$ cat src/rtl/memfifo_chk_pkg.sv
// Constants and types shared by the memfifo test-data generator and the receive-side checker.
package memfifo_test_pkg;

  localparam logic [13:0] CS_INIT     = 14'd47;
  localparam logic [6:0]  CNT_INC     = 7'd111;
  localparam int unsigned FRAME_WORDS = 8;
  localparam int unsigned SYNC_POS    = 14;
  localparam int unsigned WPOS_W      = $clog2(FRAME_WORDS);

  typedef enum logic {HUNT, LOCKED} chk_state_e;

  // First-error record: byte index in frame, expected byte, received byte.
  typedef struct packed {
    logic [3:0] pos;
    logic [7:0] exp;
    logic [7:0] got;
  } err_rec_t;

  // Sync bit carried by byte i of a frame.
  function automatic logic sync_bit(input logic [3:0] i);
    return i[0] || (i == 4'(SYNC_POS));
  endfunction

  function automatic logic [6:0] cs_fold(input logic [13:0] s);
    return s[6:0] ^ s[13:7];
  endfunction

endpackage

$ cat src/rtl/memfifo_chk_word.sv
// Combinational check of one 16-bit word at frame word position k.
// With MEMFIFO_CHK_ERRLOG_EN defined it also reports the first offending byte.
module memfifo_chk_word
  import memfifo_test_pkg::*;
(
  input  logic [15:0]       di,
  input  logic [WPOS_W-1:0] k,
  input  logic [6:0]        exp,
  input  logic              seeded,
  input  logic [13:0]       cs,
  output logic              sync_bad,
  output logic              cnt_bad,
  output logic              cs_bad,
  output logic [6:0]        exp_next,
  output logic [13:0]       cs_next
`ifdef MEMFIFO_CHK_ERRLOG_EN
  ,
  output err_rec_t          err
`endif
);

  localparam logic [6:0] WORD_INC = CNT_INC + CNT_INC;

  logic [7:0]  lo, hi;
  logic [3:0]  lo_idx, hi_idx;
  logic        last;
  logic        lo_sync_bad, hi_sync_bad;
  logic [6:0]  exp_lo, exp_hi;
  logic        lo_cnt_bad, hi_cnt_bad;
  logic [6:0]  cs_exp;

  assign lo     = di[7:0];
  assign hi     = di[15:8];
  assign lo_idx = {k, 1'b0};
  assign hi_idx = {k, 1'b1};
  assign last   = (k == WPOS_W'(FRAME_WORDS - 1));

  assign lo_sync_bad = lo[7] != sync_bit(lo_idx);
  assign hi_sync_bad = hi[7] != sync_bit(hi_idx);
  assign sync_bad    = lo_sync_bad || hi_sync_bad;

  // First word after lock seeds the counter expectation from the stream itself.
  assign exp_lo     = seeded ? exp : lo[6:0];
  assign exp_hi     = exp_lo + CNT_INC;
  assign lo_cnt_bad = lo[6:0] != exp_lo;
  assign hi_cnt_bad = !last && (hi[6:0] != exp_hi);
  assign cnt_bad    = lo_cnt_bad || hi_cnt_bad;
  assign exp_next   = lo[6:0] + (last ? CNT_INC : WORD_INC);

  assign cs_next = cs + 14'(lo) + (last ? 14'd0 : 14'(hi));
  assign cs_exp  = cs_fold(cs_next);
  assign cs_bad  = last && (hi[6:0] != cs_exp);

`ifdef MEMFIFO_CHK_ERRLOG_EN
  always_comb begin
    err = '{pos: lo_idx, exp: {sync_bit(lo_idx), lo[6:0]}, got: lo};
    if (lo_sync_bad) begin
      err = '{pos: lo_idx, exp: {sync_bit(lo_idx), lo[6:0]}, got: lo};
    end else if (hi_sync_bad) begin
      err = '{pos: hi_idx, exp: {sync_bit(hi_idx), hi[6:0]}, got: hi};
    end else if (lo_cnt_bad) begin
      err = '{pos: lo_idx, exp: {lo[7], exp_lo}, got: lo};
    end else if (hi_cnt_bad) begin
      err = '{pos: hi_idx, exp: {hi[7], exp_hi}, got: hi};
    end else begin
      err = '{pos: hi_idx, exp: {hi[7], cs_exp}, got: hi};
    end
  end
`endif

endmodule

$ cat config.mk
export PLATFORM = sky130hd
export DESIGN_NAME = memfifo_chk_word
export DESIGN_NICKNAME = d
export VERILOG_FILES = /design/src/rtl/memfifo_chk_pkg.sv /design/src/rtl/memfifo_chk_word.sv
export SDC_FILE = /design/constraint.sdc
export NUM_CORES = 1
export LEC_CHECK = 0
export CAP_MARGIN = 5
export CELL_PAD_IN_SITES_DETAIL_PLACEMENT = 0
export CELL_PAD_IN_SITES_GLOBAL_PLACEMENT = 1
export CORE_MARGIN = 4
export CORE_UTILIZATION = 31
export DETAILED_ROUTE_END_ITERATION = 8
export PLACE_DENSITY_LB_ADDON = 0.1
export SKIP_LAST_GASP = 1
export SYNTH_ARGS = -nofsm -noshare
export SYNTH_HDL_FRONTEND = slang
export SYNTH_SLANG_ARGS = --single-unit
$ cat constraint.sdc
create_clock -name vclk -period 7.6
set_input_delay 2.28 -clock vclk [all_inputs]
set_output_delay 2.28 -clock vclk [all_outputs]
set_load 0.01 [all_outputs]
# Word level (Yosys, flattened, before mapping)
# Index checks and enable logic that the tools add are counted.
# classes
n_eq_ne	5
addsub	4
mux	3
n_reduce_logical	5
bitwise	2
# ops
operator	count
14-bit by 8-bit adder with 14-bit output	2
7-bit != test	3
8-bit two-way mux	1
7-bit adder	1
7-bit adder, second input constant	1
7-bit two-way mux	1
7-bit bitwise XOR	1
6-bit two-way mux	1
3-bit == test, second input constant	1
1-bit logical AND	2
1-bit logical OR	2
1-bit zero test	1
1-bit != test	1
1-bit inverter	1
# word_totals
regBits	0
output_inout_bits	24
word_cells	19
in_bits	41

# Longest topological paths before layout
# Gate-level depths: netlist of the first run.
# logic_depth
depth_word	6
ltp_mapped	15

# Worst setup path after synthesis of the first run
# OpenSTA, ideal clock, no wires.
# synth_timing
path_type	input-to-output
start	in k[0]
end	out cs_bad
path_buffers	1
required_time_ps	5320
setup_slack_ps	243
path_stages	15
t_arrival_ps	5077
path_cell_list	nand3_1 clkbuf_1 nand2_1 fa_1 inv_1 ha_1 inv_1 fa_1 nand2b_1 a21oi_2 nor2b_2 o21ai_4 xnor3_1 nor4_2 a31oi_1
# synth_via
elab_chain_cells	6
# synth_rtl
element	line	text
start, declared	memfifo_chk_word.sv:7	input logic [WPOS_W-1:0] k,
3-bit == test *	memfifo_chk_word.sv:36	assign last = (k == WPOS_W'(FRAME_WORDS - 1));
8-bit two-way mux	memfifo_chk_word.sv:50	assign cs_next = cs + 14'(lo) + (last ? 14'd0 : 14'(hi));
14-bit by 8-bit adder with 14-bit output	memfifo_chk_word.sv:50	
7-bit bitwise XOR	memfifo_chk_pkg.sv:25	return s[6:0] ^ s[13:7];
7-bit != test	memfifo_chk_word.sv:52	assign cs_bad = last && (hi[6:0] != cs_exp);
1-bit logical AND *	memfifo_chk_word.sv:52	
end, declared	memfifo_chk_word.sv:13	output logic cs_bad,
# Every way passes the cells marked *; elsewhere a longest branch is shown, timed or not.

# Worst setup path in the final report of the first run
# layout_timing
start	in di[2]
end	out cs_bad
# layout_via
elab_chain_cells	5
# layout_rtl
element	line	text
start, declared	memfifo_chk_word.sv:6	input logic [15:0] di,
14-bit by 8-bit adder with 14-bit output (2 in series)	memfifo_chk_word.sv:50	
7-bit bitwise XOR	memfifo_chk_pkg.sv:25	
7-bit != test	memfifo_chk_word.sv:52	
1-bit logical AND	memfifo_chk_word.sv:52	
# Every way passes these cells.

==> flow_summary.yaml, run 1 <==
run_status:
  status: "finished, final reports clean"
grt:
  antenna_found_initial: 0
  overflow: 0
  grt_max_degree: 10
  track_usage_pct: 17.36
  grt_pass1_vias: 1604
  grt_pass1_wl_um: 7686
route:
  firstDrtPassIters: 4
  wire_per_inst_um: 15.37
  num_vias: 1554
  drc: 0
  drt_iter0_drc: 43
  totalWireLength_um: 4963
  ant_nets: 0
  drt-vias-per-instance: 4.811
placed_design:
  io_buffers: 65
  gp_congestion: 0.8035
  post-place-ws_ps: -625.6
  dp_hpwl_um: 4130
die:
  die_h_um: 75.27
  core_area_um2: 4354
  ioPinCount: 65
  initial_core_util_pct: 32.21
  core.rowCount: 24
  die_area_um2: 5665
  die_width_um: 75.27
finish:
  regArea_um2: 0
  insertedDiodeCount: 0
  seq_cells: 0
  fin_nets: 336
  layout-drive-gt1-share_pct: 33.58
  multiInputGateArea_um2: 1499
  n_clock_buffer: 0
  areaGrowthSynthToFinish_pct: 88.67
  final.fill_count: 359
sta:
  period_share_pct: 99.15
  rsz0062_at_grt: "yes"
  report.final.hold_viol_count: 0
  max_freq_mhz: 132.7
  layout_setup_ws_ps: 64.85
  post-route-min-period_ps: 7535
  fin_setup_tns_ps: 0
  slew_headroom_pct: 73.64
  worst_pin_slew_ps: 384.4
  drv_slew: 0
  setup_viol: 0
synthesis:
  syn_inst: 157
  syn_area_um2: 1403
  yosysUniqueCellTypes: 43
  synth-seq-area-share_pct: 0
  yosysTopAreaCellShare_pct: 17.48
  synth.area.top_cells: "xnor2_1, fa_1, ha_1, xor2_1, mux2i_1"
  yosys_warnings: 0
  post-synth-top-count-cell: "xnor2_1"
  synth_commonest_cells: "xnor2_1, xor2_1, ha_1"
  yosysTopAreaCell: "xnor2_1"
  syn_area_per_cell_um2: 8.934
  synth_nets: 220
power_and_ir_drop:
  p_int_mw: 0.2296
  switchingPower_mw: 0.1694
  combPwrFrac_pct: 100.0
  p_leak_nw: 1.208
  peakVddDrop_uv: 120.6
  power.density_nw_per_um2: 150.8
  seq_power_share_pct: 0
  p_clk_share_pct: 0
  swShare_pct: 42.46
critical_path:
  startpoint_type: "input port"
  critPathRequiredTime_ps: 5320
  worstPathArrival_ps: 5260
  cp-end-kind: "primary output"
  crit_fanout: 3
  critPathKind: "input port to primary output"
job:
  max-cap-violations: 0
min_path:
  min_path_type: "input port to primary output"
==> cell type report <==
| class | instances | share of cell area, % |
|---|---|---|
| inverters | 11 | 1.560 |
| multi-input cells | 143 | 56.64 |
| well taps | 52 | 2.459 |
| repair buffers | 117 | 39.34 |
==> cell families (layout without fill, tap and decap cells) <==
group,count (synthesis),count (layout),synth area share (%)
mux,7,7,4.996
xor+xnor,48,48,35.33
compound gates,32,32,16.50
buf+inv,14,128,4.103
simple gates,34,34,14.63
fa+ha+maj,22,22,24.44
==> per-stage QoR <==
step	instances	power, mW	hold slack (ps)	util (%)	cell area (um^2)
3_5_place_dp	313	0.3517	5540	55.52	2417
2_1_floorplan	157	0.1805	4626	-	1403
3_3_place_gp	313	0.3482	5547	55.52	2417
4_1_cts	319	0.3735	5236	58.42	2544
6_report	323	0.3989	5224	60.78	2646
5_1_grt	323	0.4310	5263	60.78	2646
==> placed cells by master (no fill, tap or decap), types with 6 or more instances in the layout <==
master	netlist	routed
fa_1	9	8
xor2_1	14	12
xnor2_1	28	26
a21oi_1	9	8
buf_4	1	50
nand2_1	7	6
mux2i_1	7	7
ha_1	13	8
clkdlybuf4s50_1	0	51
inv_1	11	8
dlygate4sd2_1	0	7
==> power groups by stage <==
stage          combinational, mW  sequential, mW  clock (mW)
2_1_floorplan              0.180               0           0
3_3_place_gp               0.348               0           0
3_5_place_dp               0.352               0           0
4_1_cts                    0.374               0           0
5_1_grt                    0.431               0           0
6_report                   0.399               0           0
==> what timing repair did <==
item | CTS | global route
buffers inserted | 6 | 5
hold buffers | 0 | 0
resized for setup | 34 | 19
pin swaps | 15 | 18
setup endpoints to repair | 10 | 6
==> worst max-delay path: stages <==
cell and delay [ps]:
clkdlybuf4s50_1 470, fa_1 520, buf_4 160, ha_4 250, a211oi_4 300, o21ai_4 100
a221o_1 390, buf_4 160, nand2_4 50, xnor2_2 130, xnor2_1 90, a31oi_1 180
buf_2 160
==> routing by layer <==
layer / global-route usage, % / up-vias / wire, um
li1: - / 777 / -
met1: 24.17 / 726 / 2199
met2: 30.37 / 45 / 2456
met3: 0.8011 / 6 / 238
met4: 2.524 / 0 / 68
met5: 0 / - / 0
==> path summary, 6_finish.rpt <==
kind	from	end	slack [ps]	cells past startpoint
worst max-delay path	di[2]	cs_bad	60	13
worst min-delay path	k[0]	cs_bad	5220	5
No activity file was read; power rests on OpenSTA's default activity.
==> run 2: changes to the inputs <==
- PLACE_DENSITY: default -> 0.89
- PLACE_DENSITY_LB_ADDON: 0.1 -> default
==> run 2 against run 1 <==
The flow now finishes with violations (setup timing). Cell count fell by 1.2%. Hold slack improved by 67 ps. Final area fell by 2.5%. First-iteration DRC count rose by 23%. Utilization fell by 1.5 points. Critical path type unchanged.
==> flow_summary.yaml, run 2 (synthesized netlist as in run 1, its figures left out) <==
die:
  die_h_um: 75.27
  die_area_um2: 5665
  core.rowCount: 24
  ioPinCount: 65
  core_area_um2: 4354
  initial_core_util_pct: 32.21
  die_width_um: 75.27
critical_path:
  cp-startpoint: "k[2]"
  worstPathArrival_ps: 5470
  crit_buf_inv: 4
  crit_path_top_delay_cell: "fa_1"
  startpoint_type: "input port"
  critPathRequiredTime_ps: 5320
  cp-end-kind: "primary output"
  cpLargestDelayFamily: "adder cells"
  crit_fanout: 4
  critPathKind: "input port to primary output"
  slowest_delay_ps: 550
  cp_cell_sequence: "clkdlybuf4s50_1 > nand3_2 > and2_4 > fa_1 > inv_1 > fa_2 > nand2b_4 > a21oi_4 > o21ai_2 > buf_4 > xnor2_4 > xnor2_2 > nor4_2 > a31oi_1 > buf_2"
min_path:
  min_path_type: "input port to primary output"
  min_from: "cs[12]"
route:
  firstDrtPassIters: 4
  wire_per_inst_um: 14.61
  num_vias: 1505
  drt_iter0_drc: 53
  ant_nets: 0
  drc: 0
  drt-vias-per-instance: 4.718
  totalWireLength_um: 4659
run_status:
  status: "finished with violations"
  violations: "setup timing"
finish:
  layout_commonest_cell: "clkdlybuf4s50_1"
  layout.cells.non_filler: 319
  seq_cells: 0
  n_clock_buffer: 0
  regArea_um2: 0
  layout-drive-gt1-share_pct: 29.59
  fin_nets: 332
  layout_common_cells: "clkdlybuf4s50_1, buf_4, xnor2_1"
  final.fill_count: 361
  insertedDiodeCount: 0
  areaGrowthSynthToFinish_pct: 84.03
placed_design:
  gp_congestion: 0.8478
  io_buffers: 65
  dp_hpwl_um: 4042
  post-place-ws_ps: -643.6
  dp_cells: 316
sta:
  max_freq_mhz: 129.0
  slew_headroom_pct: 77.55
  period_share_pct: 102.0
  worst_pin_slew_ps: 327.4
  drv_slew: 0
  report.final.hold_viol_count: 0
  setup_viol: 1
  layout_setup_ws_ps: -151.5
  rsz0062_at_grt: "yes"
  post-route-min-period_ps: 7751
  holdWs_ps: 5292
power_and_ir_drop:
  power_mw: 0.3853
  power.density_nw_per_um2: 149.3
  p_leak_nw: 1.172
  peakVddDrop_uv: 82.73
grt:
  track_usage_pct: 16.25
  overflow: 0
  grt_pass1_vias: 1540
  antenna_found_initial: 0
  grt_max_degree: 9
  grt_pass1_wl_um: 7189
clocking:
  ctsHoldBuffers: 0
job:
  max-cap-violations: 0
==> run 2: area by class of cell <==
class	instances	area [um^2]	area share [%]
Tap cell	52	65.06	2.521
Timing Repair Buffer	113	1010	39.12
Multi-Input combinational cell	143	1465	56.76
Inverter	11	41.29	1.600
==> run 2: power breakdown <==
group          leakage, nW  internal (mW)  total, mW  switching [mW]
combinational         1.17          0.223      0.385           0.163
sequential               0              0          0               0
clock                    0              0          0               0
total                 1.17          0.223      0.385           0.163
==> run 2: per-layer routing <==
metal	GRT usage, %	vias to the layer above	share of wire (%)
met5	0	-	0
met4	1.748	0	1.6
met3	1.335	6	5.8
met2	29.30	39	49
met1	21.80	687	44
li1	-	773	-
==> run 2: stage by stage <==
| stage | util, % | area [um^2] | setup TNS [ps] |
|---|---|---|---|
| after CTS | 57.24 | 2492 | -710.2 |
| after floorplan | - | 1403 | 0 |
| after global routing | 59.28 | 2581 | -287.5 |
| after global placement | 56.03 | 2440 | -2143 |
| final | 59.28 | 2581 | -151.5 |
| after detailed placement | 56.03 | 2440 | -2707 |
==> run 2: final timing paths <==
kind / endpoint / slack [ps] / cells after the start
max: cs_bad / -150 / 15
min: cs_next[12] / 5290 / 3
==> run 2: repair_timing <==
action,CTS,global route
setup endpoints to repair,10,9
setup buffers,1,2
gates cloned,0,0
pin swaps,7,18
endpoints found under the hold margin,0,0
gates resized for setup,17,21
==> run 3: changes to the inputs <==
- SLEW_MARGIN: default -> 20
- clock period: 7.6 -> 7.3 ns (I/O delays scaled with it)
==> run 3 against run 2 <==
The run now ends clean. Worst setup slack better by 200 ps. Highest routed layer unchanged. Non-clock buffer count is 10 higher. Critical endpoint unchanged. Cell count is 3.1% higher. Flip-flop and latch count stayed put. Hold slack worse by 340 ps. Largest cell class unchanged. Total power is 26% higher. Die area stayed put. First-iteration DRC count is 34% higher. Utilization is 6.5 points higher. Critical path depth is 3 lower.
==> flow_summary.yaml, run 3 (synthesized netlist as in run 1, its figures left out) <==
run_status:
  status: "finished, final reports clean"
placed_design:
  post-place-ws_ps: -780.3
  io_buffers: 65
  postPlaceCellArea_um2: 2440
  dp_hpwl_um: 4022
  gp_congestion: 0.8562
sta:
  period_share_pct: 99.38
  worst_pin_slew_ps: 363.3
  fin_setup_tns_ps: 0
  setup_viol: 0
  layout_setup_ws_ps: 45.50
  post-route-min-period_ps: 7255
  report.final.hold_viol_count: 0
  drv_slew: 0
  slew_headroom_pct: 75.61
  max_freq_mhz: 137.8
power_and_ir_drop:
  power.density_nw_per_um2: 169.2
  power_mw: 0.4848
  p_clk_share_pct: 0
  peakVddDrop_uv: 118.7
  p_int_mw: 0.2817
  seq_power_share_pct: 0
  combPwrFrac_pct: 100.0
  swShare_pct: 41.89
  switchingPower_mw: 0.2031
  p_leak_nw: 1.355
die:
  core.rowCount: 24
  die_width_um: 75.27
  die_h_um: 75.27
  die_area_um2: 5665
  core_area_um2: 4354
  initial_core_util_pct: 32.21
  ioPinCount: 65
finish:
  regArea_um2: 0
  layout_commonest_cell: "buf_4"
  final.fill_count: 302
  layout-drive-gt1-share_pct: 41.88
  n_clock_buffer: 0
  insertedDiodeCount: 0
  seq_cells: 0
  fin_nets: 342
  areaGrowthSynthToFinish_pct: 104.3
  layout_common_cells: "buf_4, clkdlybuf4s50_1, xnor2_1"
  multiInputGateArea_um2: 1643
  fin_area_um2: 2865
  final_core_util_pct: 65.80
route:
  wl_met1_um: 2250
  totalWireLength_um: 5395
  top_layer: "met4"
  wl_met2_um: 2718
  dr_wl_met3_um: 342
  firstDrtPassIters: 4
  num_vias: 1613
  drt_iter0_drc: 71
  drc: 0
  ant_nets: 0
  drt-vias-per-instance: 4.903
  wire_per_inst_um: 16.40
min_path:
  min_path_type: "input port to primary output"
critical_path:
  cp_cell_sequence: "clkdlybuf4s50_1 > fa_2 > ha_4 > o211ai_1 > o21ai_2 > buf_6 > xor2_4 > xnor2_2 > xnor2_2 > nor4_2 > a31oi_1 > buf_2"
  cpMostUsedCell: "xnor2_2"
  slowest_delay_ps: 550
  cpLargestDelayFamily: "buffers and inverters"
  worstPathArrival_ps: 5060
  critPathRequiredTime_ps: 5110
  critPathKind: "input port to primary output"
  startpoint_type: "input port"
  crit_buf_inv: 3
  cp-end-kind: "primary output"
  crit_fanout: 4
  crit_path_top_delay_cell: "clkdlybuf4s50_1"
grt:
  grt_pass1_vias: 1606
  grt_pass1_wl_um: 7258
  grt_max_degree: 9
  antenna_found_initial: 0
  track_usage_pct: 16.25
  overflow: 0
clocking:
  ctsHoldBuffers: 0
job:
  max-cap-violations: 0
==> run 3: cell count changes in the layout (fill, tap and decap cells not counted), moves of 6 or more <==
| cell | before | now |
|---|---|---|
| dlymetal6s2s_1 | 5 | 13 |
| clkdlybuf4s50_1 | 55 | 40 |
| and2_4 | 1 | 7 |
| buf_4 | 47 | 54 |
| buf_6 | 1 | 7 |
| and2_1 | 6 | 0 |
==> run 3: final timing paths <==
kind,startpoint,to,depth (start not counted)
max,di[4],cs_bad,12
min,k[0],cs_bad,6
==> run 3: what timing repair did <==
action / CTS / global route
resized for setup: 42 / 60
buffers inserted: 5 / 10
pin swaps: 22 / 32
endpoints found under the setup margin: 11 / 9
==> run 3: metal layers <==
layer | vias up | track usage [%]
li1 | 786 | -
met1 | 760 | 21.50
met2 | 59 | 29.59
met3 | 8 | 0.6676
met4 | 0 | 2.913
met5 | - | 0
==> run 3: cell type report <==
type,instances,share of cell area (%)
Multi-Input combinational cell,143,57.34
Timing Repair Buffer,123,38.95
Tap cell,52,2.271
Inverter,11,1.441
==> run 3: worst min-delay path, cell delays in order <==
cell and delay, ps:
buf_6 90, nand3_4 70, buf_6 130, buf_4 110, a31oi_1 30, buf_2 130
==> run 3: through the flow <==
stage | instances | hold WS [ps]
5_1_grt | 329 | 4980
3_3_place_gp | 316 | 5385
2_1_floorplan | 157 | 4446
6_report | 329 | 4952
4_1_cts | 320 | 5121
3_5_place_dp | 316 | 5371
==> run 3: power by group through the flow <==
stage / registers (mW) / clock network (mW) / logic [mW]
finish: 0 / 0 / 0.485
floorplan: 0 / 0 / 0.188
CTS: 0 / 0 / 0.400
global placement: 0 / 0 / 0.360
detailed placement: 0 / 0 / 0.364
global route: 0 / 0 / 0.516
